## config.mk

```make
export PLATFORM = sky130hd
export DESIGN_NAME = tnn_popcount_accum
export DESIGN_NICKNAME = d
export VERILOG_FILES = /design/src/rtl/tnn_popcount_accum.sv
export SDC_FILE = /design/constraint.sdc
export NUM_CORES = 1
export LEC_CHECK = 0
export BUFFER_PORTS_ARGS = -buffer_cell sky130_fd_sc_hd__buf_2
export CAP_MARGIN = 20
export CORE_ASPECT_RATIO = 0.75
export CORE_UTILIZATION = 58
export DETAILED_ROUTE_END_ITERATION = 10
export PLACE_DENSITY = 0.93
export SLEW_MARGIN = 20
export SYNTH_ARGS = -nofsm -noshare
export SYNTH_HDL_FRONTEND = slang
export SYNTH_SLANG_ARGS = --single-unit
```

## constraint.sdc

```tcl
create_clock -name clk -period 5 [get_ports clk]
set_clock_uncertainty 0.1 [all_clocks]
set_input_delay 0 -clock clk [delete_from_list [all_inputs] [get_ports clk]]
set_output_delay 0 -clock clk [all_outputs]
set_load 0.005 [all_outputs]
```

## src/rtl/tnn_popcount_accum.sv

```systemverilog
// Accumulates signed (pos - neg) popcount differences over CHUNKS beats and emits a ternary activation.
// Optional macro TNN_ACCUM_SAT_EN: clamp each accumulation instead of wrapping.
module tnn_popcount_accum #(
  parameter int PC_W   = 5,
  parameter int CHUNKS = 4,
  parameter int ACC_W  = 8
) (
  input  logic                    clk,
  input  logic                    rst,
  input  logic                    in_valid,
  output logic                    in_ready,
  input  logic [PC_W-1:0]         pc_pos,
  input  logic [PC_W-1:0]         pc_neg,
  input  logic signed [ACC_W-1:0] thr_hi,
  input  logic signed [ACC_W-1:0] thr_lo,
  output logic                    out_valid,
  input  logic                    out_ready,
  output logic [1:0]              out_act,
  output logic signed [ACC_W-1:0] out_sum
);

  localparam int CNT_W = 8;
  localparam logic [CNT_W-1:0] LAST_CNT = CNT_W'(CHUNKS - 1);
  localparam logic signed [ACC_W-1:0] ACC_MAX = {1'b0, {(ACC_W-1){1'b1}}};
  localparam logic signed [ACC_W-1:0] ACC_MIN = {1'b1, {(ACC_W-1){1'b0}}};

  typedef enum logic [0:0] {
    ST_ACC  = 1'b0,
    ST_DONE = 1'b1
  } state_t;

  state_t                  state_q, state_d;
  logic signed [ACC_W-1:0] acc_q, acc_d;
  logic [CNT_W-1:0]        cnt_q, cnt_d;
  logic signed [ACC_W-1:0] sum_q, sum_d;
  logic [1:0]              act_q, act_d;
  logic                    valid_q, valid_d;

  logic                    accept_s;
  logic                    last_s;
  logic signed [PC_W:0]    diff_s;
  logic signed [ACC_W-1:0] delta_s;
  logic signed [ACC_W-1:0] acc_next_s;

  function automatic logic signed [ACC_W-1:0] acc_add(
    input logic signed [ACC_W-1:0] a,
    input logic signed [ACC_W-1:0] b
  );
`ifdef TNN_ACCUM_SAT_EN
    logic [ACC_W:0] wide;
    wide = {a[ACC_W-1], a} + {b[ACC_W-1], b};
    if (wide[ACC_W] != wide[ACC_W-1]) begin
      acc_add = wide[ACC_W] ? ACC_MIN : ACC_MAX;
    end else begin
      acc_add = $signed(wide[ACC_W-1:0]);
    end
`else
    acc_add = a + b;
`endif
  endfunction

  assign in_ready = (state_q == ST_ACC) | ((state_q == ST_DONE) & out_ready);
  assign accept_s = in_valid & in_ready;
  assign last_s   = (cnt_q == LAST_CNT);

  // Zero-extended operands keep the difference exact before sign extension to ACC_W.
  assign diff_s     = $signed({1'b0, pc_pos}) - $signed({1'b0, pc_neg});
  assign delta_s    = ACC_W'(diff_s);
  assign acc_next_s = acc_add(acc_q, delta_s);

  // Next-state, accumulator, counter and result computation.
  always_comb begin
    state_d = state_q;
    acc_d   = acc_q;
    cnt_d   = cnt_q;
    sum_d   = sum_q;
    act_d   = act_q;
    if (accept_s) begin
      if (last_s) begin
        sum_d   = acc_next_s;
        if (acc_next_s > $signed(thr_hi)) begin
          act_d = 2'b01;
        end else if (acc_next_s < $signed(thr_lo)) begin
          act_d = 2'b11;
        end else begin
          act_d = 2'b00;
        end
        acc_d   = '0;
        cnt_d   = '0;
        state_d = ST_DONE;
      end else begin
        acc_d   = acc_next_s;
        cnt_d   = cnt_q + CNT_W'(1);
        state_d = ST_ACC;
      end
    end else if ((state_q == ST_DONE) && out_ready) begin
      state_d = ST_ACC;
    end else begin
      state_d = state_q;
    end
    valid_d = (state_d == ST_DONE);
  end

  // State and datapath registers with synchronous reset.
  always_ff @(posedge clk) begin
    if (rst) begin
      state_q <= ST_ACC;
      acc_q   <= '0;
      cnt_q   <= '0;
      sum_q   <= '0;
      act_q   <= 2'b00;
      valid_q <= 1'b0;
    end else begin
      state_q <= state_d;
      acc_q   <= acc_d;
      cnt_q   <= cnt_d;
      sum_q   <= sum_d;
      act_q   <= act_d;
      valid_q <= valid_d;
    end
  end

  assign out_valid = valid_q;
  assign out_act   = act_q;
  assign out_sum   = sum_q;

endmodule
```

==> metrics.md, run 1 <==
| Metric | Value |
|---|---|
| Final wirelength | 4247 um |
| Post-synthesis mux area share | less than 1% |
| Run status | finished clean |
| Critical Path RT | slightly above 5 ns |
| Synth Area in Compound Gates | 18.84% |
| Sequential cell area | 540.5 um^2 |
| Post-synthesis simple-gate area fraction | roughly 18% |
| FFs w/ async S/R, synth | 0% |
| Register bit total from synthesis | 27 |
| Crit path from | pc_pos[0] |
| Post-Synth Adder-Cell Area | about 21% |
| Die width | 67.97 um |
| CTS Hold Bufs | 1 |
| Top Metal Used | met4 |
| CTS root buf | clkbuf_8 |
| DPL Wire Length | between 3000 and 4000 um |
| Synth area leaders | dfxtp_1, ha_1, inv_1 |
| Share of cells above drive strength 1 | 18.59% |
| Post-synth cell types | 38 |
| Initial DRC count | 66 |
| Critical path arrival | 3.51 ns |
| Period utilization | between 60% and 70% |
| H-tree depth | 1 |
| RR Startpoint | acc_q[0]$_SDFFE_PP0P_ |
| Clock-pin slew on the worst setup and hold paths | 0.10 ns |
| Drt first pass iters | 4 |
| DR DRC count | 0 |
| HP Class | in -> reg |
| Xor/xnor share of the synthesized area | under 10% |
| Worst relative slew slack | a little under three fifths |
| Vias/cell | between 5 and 6 |
| GP Congestion | approximately 0.87 |
| CTS resizes | 0 |
| Routed wl met3 | roughly 250 um |
| P_leak | roughly 1.1 nW |
| WS Path Type | in -> reg |
| Tmin final | approximately 3.4 ns |
| DP Area | 2123 um^2 |
| CTS buffer count | 3 |
| Sink Count | 27 |
| Design area | 2182 um^2 |
| Core box area | just over 3000 um^2 |
| Min-delay src | rst |
| Top cell type by total area after synthesis | dfxtp_1 |
| CTS tree | yes |
| WL met2 | 1992 um |
| Clk buf depth | 2 |
| CP Capture Type | register |
| Most instantiated cells after synthesis | ha_1, inv_1, dfxtp_1, nand2_1, nor2_1 |
| Gr usage total | between 20% and 30% |
| Post-route ant nets | 0 |
| Placed cells | a little over 300 |
| Routed wire per std cell | 13.83 um |
| Total Nets Final | 330 |
| Top FF cell, synth | dfxtp_1 |
| Worst Max-Slew Pin Slew | 0.6467 ns |
| Vias after detailed routing | approximately 1700 |
| Synth top area share | 28.55% |
| FMAX | around 0.3 GHz |
| Finished Layout Cells | slightly above 300 |
| Hold Violations, Final | 0 |
| Max-cap viol count | 0 |
| Initial Util | 62.68% |
| Io pins | between 40 and 50 |
| Sequential share of the synthesized area | between 20% and 30% |
| Final slew viol count | 0 |
| Metal1 wirelength | around 1900 um |
| Setup TNS | 0 ns |
| RSZ-0062 raised after global routing | no |
| Area added between synthesis and finish | 15.27% |
| Initial antenna violation count | 0 |
| Largest net degree at the start of global routing | 21 |
| IO Port Bufs | ~40 |
| Largest family of logic cells by synthesized area | adder cells |
| Critical path fanouts, max | 3 |
| Post-synth EDFFs | 0 |
| Antenna cell count | 0 |
| Syn avg cell area | 8.303 um^2 |
| Final setup fails | 0 |
| Synth Warn # | 0 |
| Gate Count Post-Synth | ~230 |
| Startpoint types | input pin |
| Pwr Density | around 350 nW/um^2 |
| Die height | roughly 51 um |
| Maximum VDD drop | around 0.15 mV |
| Mapped cell area | ~1900 um^2 |
| Clk_lat worst skew | ~0.28 ns |
| Syn Nets | 288 |
| Multi-input combinational cell area | 1225 um^2 |
| Total grt overflow | 0 |
| Area of the die | between 3000 and 4000 um^2 |
| Site Rows | 17 |
| # fillers | ~230 |
| Global-route wire length before repair | about 7100 um |
| Total setup buffers inserted after CTS | 0 |
| Vias in the first global route | around 1700 |
-- cell families (layout without fill, tap and decap cells) --
group | after synthesis | after routing
and+or+nand+nor | 67 | 67
AOI/OAI and AO/OA | 55 | 55
buffers and inverters | 33 | 74
adders and majority gates | 30 | 30
DFF | 27 | 27
xor gates and xnor gates | 15 | 15
muxes | 1 | 1
-- metal layers --
layer  up-vias  global-route usage (%)
met5         -                       0
met3        10                   5.357
met1       798                   33.42
li1        870                       -
met4         0                   12.15
met2        62                   45.59
-- power breakdown --
| group | total (W) | switching (W) | internal, W |
|---|---|---|---|
| clock | 0.000129 | 0.0000722 | 0.0000567 |
| sequential | 0.000243 | 0.0000123 | 0.000231 |
| combinational | 0.000402 | 0.000236 | 0.000165 |
-- stage by stage --
| step | worst slack (ns) | total power (W) | util [%] | hold WS [ns] |
|---|---|---|---|---|
| 3_3_place_gp | 1.507 | 0.0006123 | 70.30 | 0.2402 |
| 3_5_place_dp | 1.352 | 0.0006384 | 70.30 | 0.2663 |
| 4_1_cts | 1.640 | 0.0007681 | 72.25 | 0.01733 |
| 6_report | 1.594 | 0.0007738 | 72.25 | 0.02535 |
| 5_1_grt | 1.302 | 0.0008360 | 72.25 | 0.02679 |
| 2_1_floorplan | 1.741 | 0.0005365 | - | 0.03694 |
-- cell usage in the layout (no fill, tap or decap), drive strengths merged, types with 3 or more instances in the layout --
| cell | instances |
|---|---|
| nor2 | 20 |
| buf | 41 |
| clkbuf | 3 |
| a21oi | 18 |
| ha | 28 |
| nand2b | 3 |
| nand2 | 21 |
| inv | 28 |
| a22oi | 6 |
| o21ai | 10 |
| nand3b | 3 |
| xor2 | 9 |
| a211oi | 3 |
| dfxtp | 27 |
| nand3 | 3 |
| nand4 | 5 |
| nor2b | 3 |
| a21o | 6 |
| xnor2 | 6 |
-- state kept, by name, indices dropped and copies added (netlist names) --
register and flops:
acc_q 8, cnt_q 8, out_act 2, out_sum 8, out_valid 1
-- critical path, stage by stage --
cell and delay [ns]:
buf_2 0.07, inv_1 0.03, ha_1 0.23, fa_1 0.49, inv_1 0.06, fa_1 0.42, a21o_1 0.19, a21oi_1 0.23
o21bai_1 0.09, a21oi_1 0.19, xor2_1 0.25, inv_1 0.10, ha_1 0.31, a211oi_1 0.31, a21oi_1 0.14, a21o_1 0.20
o32ai_2 0.19
-- final cells by class --
cell class,count,area share [%]
well taps,38,2.179
clock inverters,1,0.3440
repair buffers,42,9.862
multi-input cells,168,56.14
inverters,28,4.817
clock buffers,3,1.892
flip-flops and latches,27,24.77
-- final timing paths --
check,slack (ns),end,cells past startpoint
worst min-delay path,0.03,acc_q[5]$_SDFFE_PP0P_,2
worst max register to register,1.62,out_act[1]$_SDFFE_PP0P_,13
worst max-delay path,1.59,out_act[1]$_SDFFE_PP0P_,17
worst min register to register,0.36,out_sum[1]$_SDFFE_PP0P_,2
Power figures use the tool's default switching activity.
==> inputs of run 2 (changes only) <==
Settings changed: CORE_UTILIZATION 58 to 49, PLACE_DENSITY 0.93 to 0.84.
Clock period 5 ns to 2.72 ns, I/O delays scaled along.
==> metrics.md, run 2 (same netlist as run 1, synthesis figures left out) <==
| Metric | Value |
|---|---|
| Run status | finished, violations left |
| Failing checks | DRC, setup timing |
| Die height | approximately 56 um |
| Combinational share of power | about two thirds |
| Startpoint types | input pin |
| Initial Util | 51.38% |
| WS Path Type | in -> reg |
| Tmin final | between 3 and 4 ns |
| Worst Max-Slew Pin Slew | around 0.77 ns |
| Total Power | approximately 0.0022 W |
| Max-cap viol count | 0 |
| NetSw | ~0.00092 W |
| Worst relative slew slack | between 40% and 50% |
| Site Rows | 19 |
| DR DRC count | 2 |
| Io pins | between 40 and 50 |
| Drt first pass iters | 9 |
| Vias in the first global route | 1776 |
| Post-route ant nets | 0 |
| Setup TNS | -0.9100 ns |
| CP Capture Type | register |
| Util after Layout | ~74% |
| Sink Count | 27 |
| Area of the die | 4119 um^2 |
| Total Nets Final | ~370 |
| Sequential fraction of design power | approximately a fifth |
| R2R depth | 13 |
| IO Port Bufs | slightly above 40 |
| Critical path arrival | 3.34 ns |
| Gr usage total | between 20% and 30% |
| Grt peak-use layer | met2 |
| Post-Place Worst Slack | -0.7221 ns |
| Maximum VDD drop | ~0.4 mV |
| Clk_lat worst skew | 0.30 ns |
| RSZ-0062 raised after global routing | yes |
| Finished Layout Cells | between 300 and 400 |
| H-tree depth | 1 |
| HP Class | in -> reg |
| Initial DRC count | ~150 |
| P_leak | roughly 1.3 nW |
| Highest-count cells in the layout ignoring fill and taps | buf_2, buf_4, dfxtp_1 |
| DPL Wire Length | around 3600 um |
| GP Congestion | ~0.86 |
| Final setup fails | 2 |
| Period utilization | 118.3% |
| Final wirelength | between 6000 and 7000 um |
| Critical Path RT | about 2.8 ns |
| Final slew viol count | 0 |
| Global-route wire length before repair | about 8400 um |
| FMAX | 0.3108 GHz |
| Met3 Use GR | 4.710% |
| Share of cells above drive strength 1 | around two fifths |
| Hold Violations, Final | 0 |
| Final WS setup | -0.4971 ns |
| Largest net degree at the start of global routing | 21 |
| CTS buffer count | 3 |
| Die width | about 74 um |
| Vias/cell | between 5 and 6 |
| Clk buf depth | 2 |
| Worst Hold Depth | 2 |
| CTS tree | yes |
| Total grt overflow | 0 |
| Core box area | 3685 um^2 |
| Sw frac | roughly 42% |
| Met1 usage | 35.53% |
| Initial antenna violation count | 0 |
| Vias after detailed routing | approximately 2000 |
| Placed cells | approximately 340 |
| Share of total power in the clock network | 11.6% |
| Routed wire per std cell | 17.63 um |
| Area added between synthesis and finish | 45.01% |
| Most common cell after layout, fill and taps aside | buf_2 |
| M2 GR Usage | a little over two fifths |
| Pint | 0.001298 W |
| Critical path fanouts, max | 2 |
| CTS root buf | clkbuf_8 |
| Pwr Density | 808.6 nW/um^2 |
| Antenna cell count | 0 |
| Clock-pin slew on the worst setup and hold paths | approximately 0.12 ns |
run 2: changes by cell type in the layout (fill, tap and decap cells not counted), sizes merged:
cell,before,now
buf,41,76
run 2: cell type report:
class / instances / area, um^2
multi-input cells: 168 / 1450
fillers: 234 / 939.7
flip-flops and latches: 27 / 541.8
repair buffers: 77 / 519.2
inverters: 28 / 120.1
well taps: 52 / 65.06
clock buffers: 3 / 41.29
clock inverters: 1 / 7.507
run 2: metal layers:
layer / vias up / wire (um)
met5: - / 0
met4: 0 / 242
met3: 24 / 440
met2: 104 / 3069
met1: 937 / 2524
li1: 941 / -
run 2: final timing paths:
| kind | start | end | slack (ns) |
|---|---|---|---|
| max | pc_pos[0] | out_act[1]$_SDFFE_PP0P_ | -0.50 |
| max reg2reg | acc_q[0]$_SDFFE_PP0P_ | out_act[1]$_SDFFE_PP0P_ | -0.45 |
| min reg2reg | out_sum[0]$_SDFFE_PP0P_ | out_sum[0]$_SDFFE_PP0P_ | 0.37 |
| min | rst | acc_q[1]$_SDFFE_PP0P_ | 0.02 |
run 2: power groups by stage:
stage / clock network, W / registers, W / logic [W]
finish: 0.000256 / 0.000451 / 0.00151
global route: 0.000271 / 0.000454 / 0.00159
CTS: 0.000249 / 0.000447 / 0.00120
detailed placement: 0 / 0.000455 / 0.00101
global placement: 0 / 0.000454 / 0.000956
floorplan: 0 / 0.000451 / 0.000587
run 2: metrics by stage:
stage / hold slack [ns] / instance area, um^2
after floorplan: 0.03694 / 1956
after detailed placement: 0.2403 / 2414
after global placement: 0.2335 / 2414
after global routing: 0.05441 / 2745
final: 0.02151 / 2745
after CTS: 0.02259 / 2606
run 2: timing repair:
action,in CTS,in global routing
hold endpoints to repair,1,0
setup buffers,5,3
pin swaps,15,13
gates resized for setup,20,27
endpoints found under the setup margin,2,2
hold buffers,1,0
run 2: critical path, cell delays in order:
cell and delay (ns):
buf_8 0.09, inv_12 0.03, ha_4 0.16, fa_2 0.55
inv_2 0.05, fa_2 0.34, a21o_1 0.19, a21oi_4 0.18
o21bai_4 0.08, a21oi_2 0.18, xor2_1 0.25, inv_1 0.15
ha_4 0.26, a211oi_4 0.26, nand3b_1 0.18, a21o_1 0.20
o32ai_2 0.18
==> inputs of run 3 (changes only) <==
Settings changed: RECOVER_POWER set to 25.
==> metrics.md, run 3 (same netlist as run 1, synthesis figures left out) <==
| Metric | Value |
|---|---|
| Die height | between 50 and 60 um |
| Pwr Density | about 810 nW/um^2 |
| Initial antenna violation count | 0 |
| Initial Util | roughly half |
| Most common cell after layout, fill and taps aside | buf_2 |
| Total Nets Final | approximately 370 |
| CP Capture Type | register |
| Post-Place Worst Slack | -0.7221 ns |
| Clk_lat worst skew | around 0.29 ns |
| Util after Layout | 74.33% |
| CTS tree | yes |
| Worst Hold Depth | 2 |
| Area added between synthesis and finish | 44.68% |
| Flop2flop setup slack | -0.45 ns |
| Sequential cell area | about 540 um^2 |
| Slowest CP cell | fa_2 |
| Post-route ant nets | 0 |
| Gr usage total | approximately 27% |
| Worst Max-Slew Pin Slew | 0.8095 ns |
| Worst path cell trace | buf_2, inv_1, fa_2, inv_2, fa_2, a21o_1, a21oi_4, o21bai_4, a21oi_2, xor2_1, inv_1, ha_4, a211oi_4, nand3b_1, a21o_1, o32ai_2 |
| Global-route wire length before repair | between 8000 and 9000 um |
| Period utilization | 118.3% |
| Failing checks | DRC, setup timing |
| Final wirelength | 6247 um |
| Vias/cell | 5.646 |
| IO Port Bufs | a little over 40 |
| Vias after detailed routing | around 2000 |
| Multi-input combinational cell area | between 1000 and 1500 um^2 |
| Critical Path RT | around 2.8 ns |
| Hold WS | between 0.02 and 0.025 ns |
| FMAX | between 0.3 and 0.4 GHz |
| HP Class | in -> reg |
| DR DRC count | 2 |
| Share of cells above drive strength 1 | a little under two fifths |
| DPL Wire Length | 3610 um |
| Antenna cell count | 0 |
| Io pins | 42 |
| Startpoint types | input pin |
| Vias in the first global route | 1776 |
| H-tree depth | 1 |
| Routed wire per std cell | roughly 18 um |
| Largest net degree at the start of global routing | 21 |
| Total grt overflow | 0 |
| WS Path Type | in -> reg |
| Clock-pin slew on the worst setup and hold paths | between 0.1 and 0.15 ns |
| Worst relative slew slack | a little under half |
| Site Rows | 19 |
| Core box area | about 3700 um^2 |
| Critical path fanouts, max | 2 |
| Run status | finished, violations left |
| # fillers | roughly 240 |
| Die width | between 70 and 80 um |
| Critical path arrival | 3.33 ns |
| P_leak | 1.305 nW |
| CTS root buf | clkbuf_8 |
| RSZ-0062 raised after global routing | yes |
| CTS buffer count | 3 |
| Sink Count | 27 |
| Critical Path Max Stage Delay | approximately 0.60 ns |
| Drt first pass iters | 7 |
| GP Congestion | ~0.86 |
| Hold Violations, Final | 0 |
| Max-cap viol count | 0 |
| Final WS setup | -0.4977 ns |
| Final setup fails | 2 |
| Initial DRC count | between 100 and 150 |
| Highest-count cells in the layout ignoring fill and taps | buf_2, buf_4, dfxtp_1 |
| Area of the die | about 4100 um^2 |
| Tmin final | 3.218 ns |
| Maximum VDD drop | approximately 0.41 mV |
| Clk buf depth | 2 |
| Placed cells | between 300 and 400 |
| Final slew viol count | 0 |
| Finished Layout Cells | ~360 |
| R2R depth | 13 |
-- run 3: worst paths after layout --
path                              to                    start
max          out_act[1]$_SDFFE_PP0P_                pc_pos[1]
min            acc_q[1]$_SDFFE_PP0P_                      rst
max reg2reg  out_act[1]$_SDFFE_PP0P_    acc_q[0]$_SDFFE_PP0P_
min reg2reg  out_sum[0]$_SDFFE_PP0P_  out_sum[0]$_SDFFE_PP0P_
-- run 3: area by class of cell --
cell class | instances | area share [%]
Clock buffer | 3 | 1.508
Sequential cell | 27 | 19.78
Tap cell | 52 | 2.376
Clock inverter | 1 | 0.2741
Inverter | 28 | 4.386
Multi-Input combinational cell | 168 | 52.95
Timing Repair Buffer | 77 | 18.73
-- run 3: critical path: cells and delay by family --
kind	cells	cell delay (ns)
AND/OR/NAND/NOR	1	0.17
AO/OA/AOI/OAI	7	1.27
adder cells (fa/ha/maj)	3	1.20
buffers and inverters	4	0.42
XOR/XNOR	1	0.25
-- run 3: metal layers --
metal / vias to the layer above / wire (um) / global-route usage [%]
met5: - / 0 / 0
met4: 0 / 267 / 14.56
met3: 26 / 449 / 4.710
met2: 115 / 3051 / 42.20
met1: 926 / 2480 / 35.53
li1: 943 / - / -
-- run 3: stage by stage --
stage | cell area, um^2 | setup TNS (ns) | power [W]
5_1_grt | 2739 | -1.106 | 0.002318
6_report | 2739 | -0.9100 | 0.002212
3_3_place_gp | 2414 | -1.098 | 0.001410
2_1_floorplan | 1956 | -0.4833 | 0.001037
3_5_place_dp | 2414 | -1.412 | 0.001465
4_1_cts | 2606 | -0.4533 | 0.001892
-- run 3: report_power, final --
part           internal, W  total (W)  switching (W)
sequential        0.000425   0.000450      0.0000252
clock             0.000105   0.000252       0.000148
combinational     0.000768    0.00151       0.000741
-- run 3: repair_timing --
item / in CTS / in global routing
pin swaps: 15 / 13
endpoints found under the setup margin: 2 / 2
resized for setup: 20 / 27
buffers inserted: 5 / 3
endpoints found under the hold margin: 1 / 0
hold buffers: 1 / 0
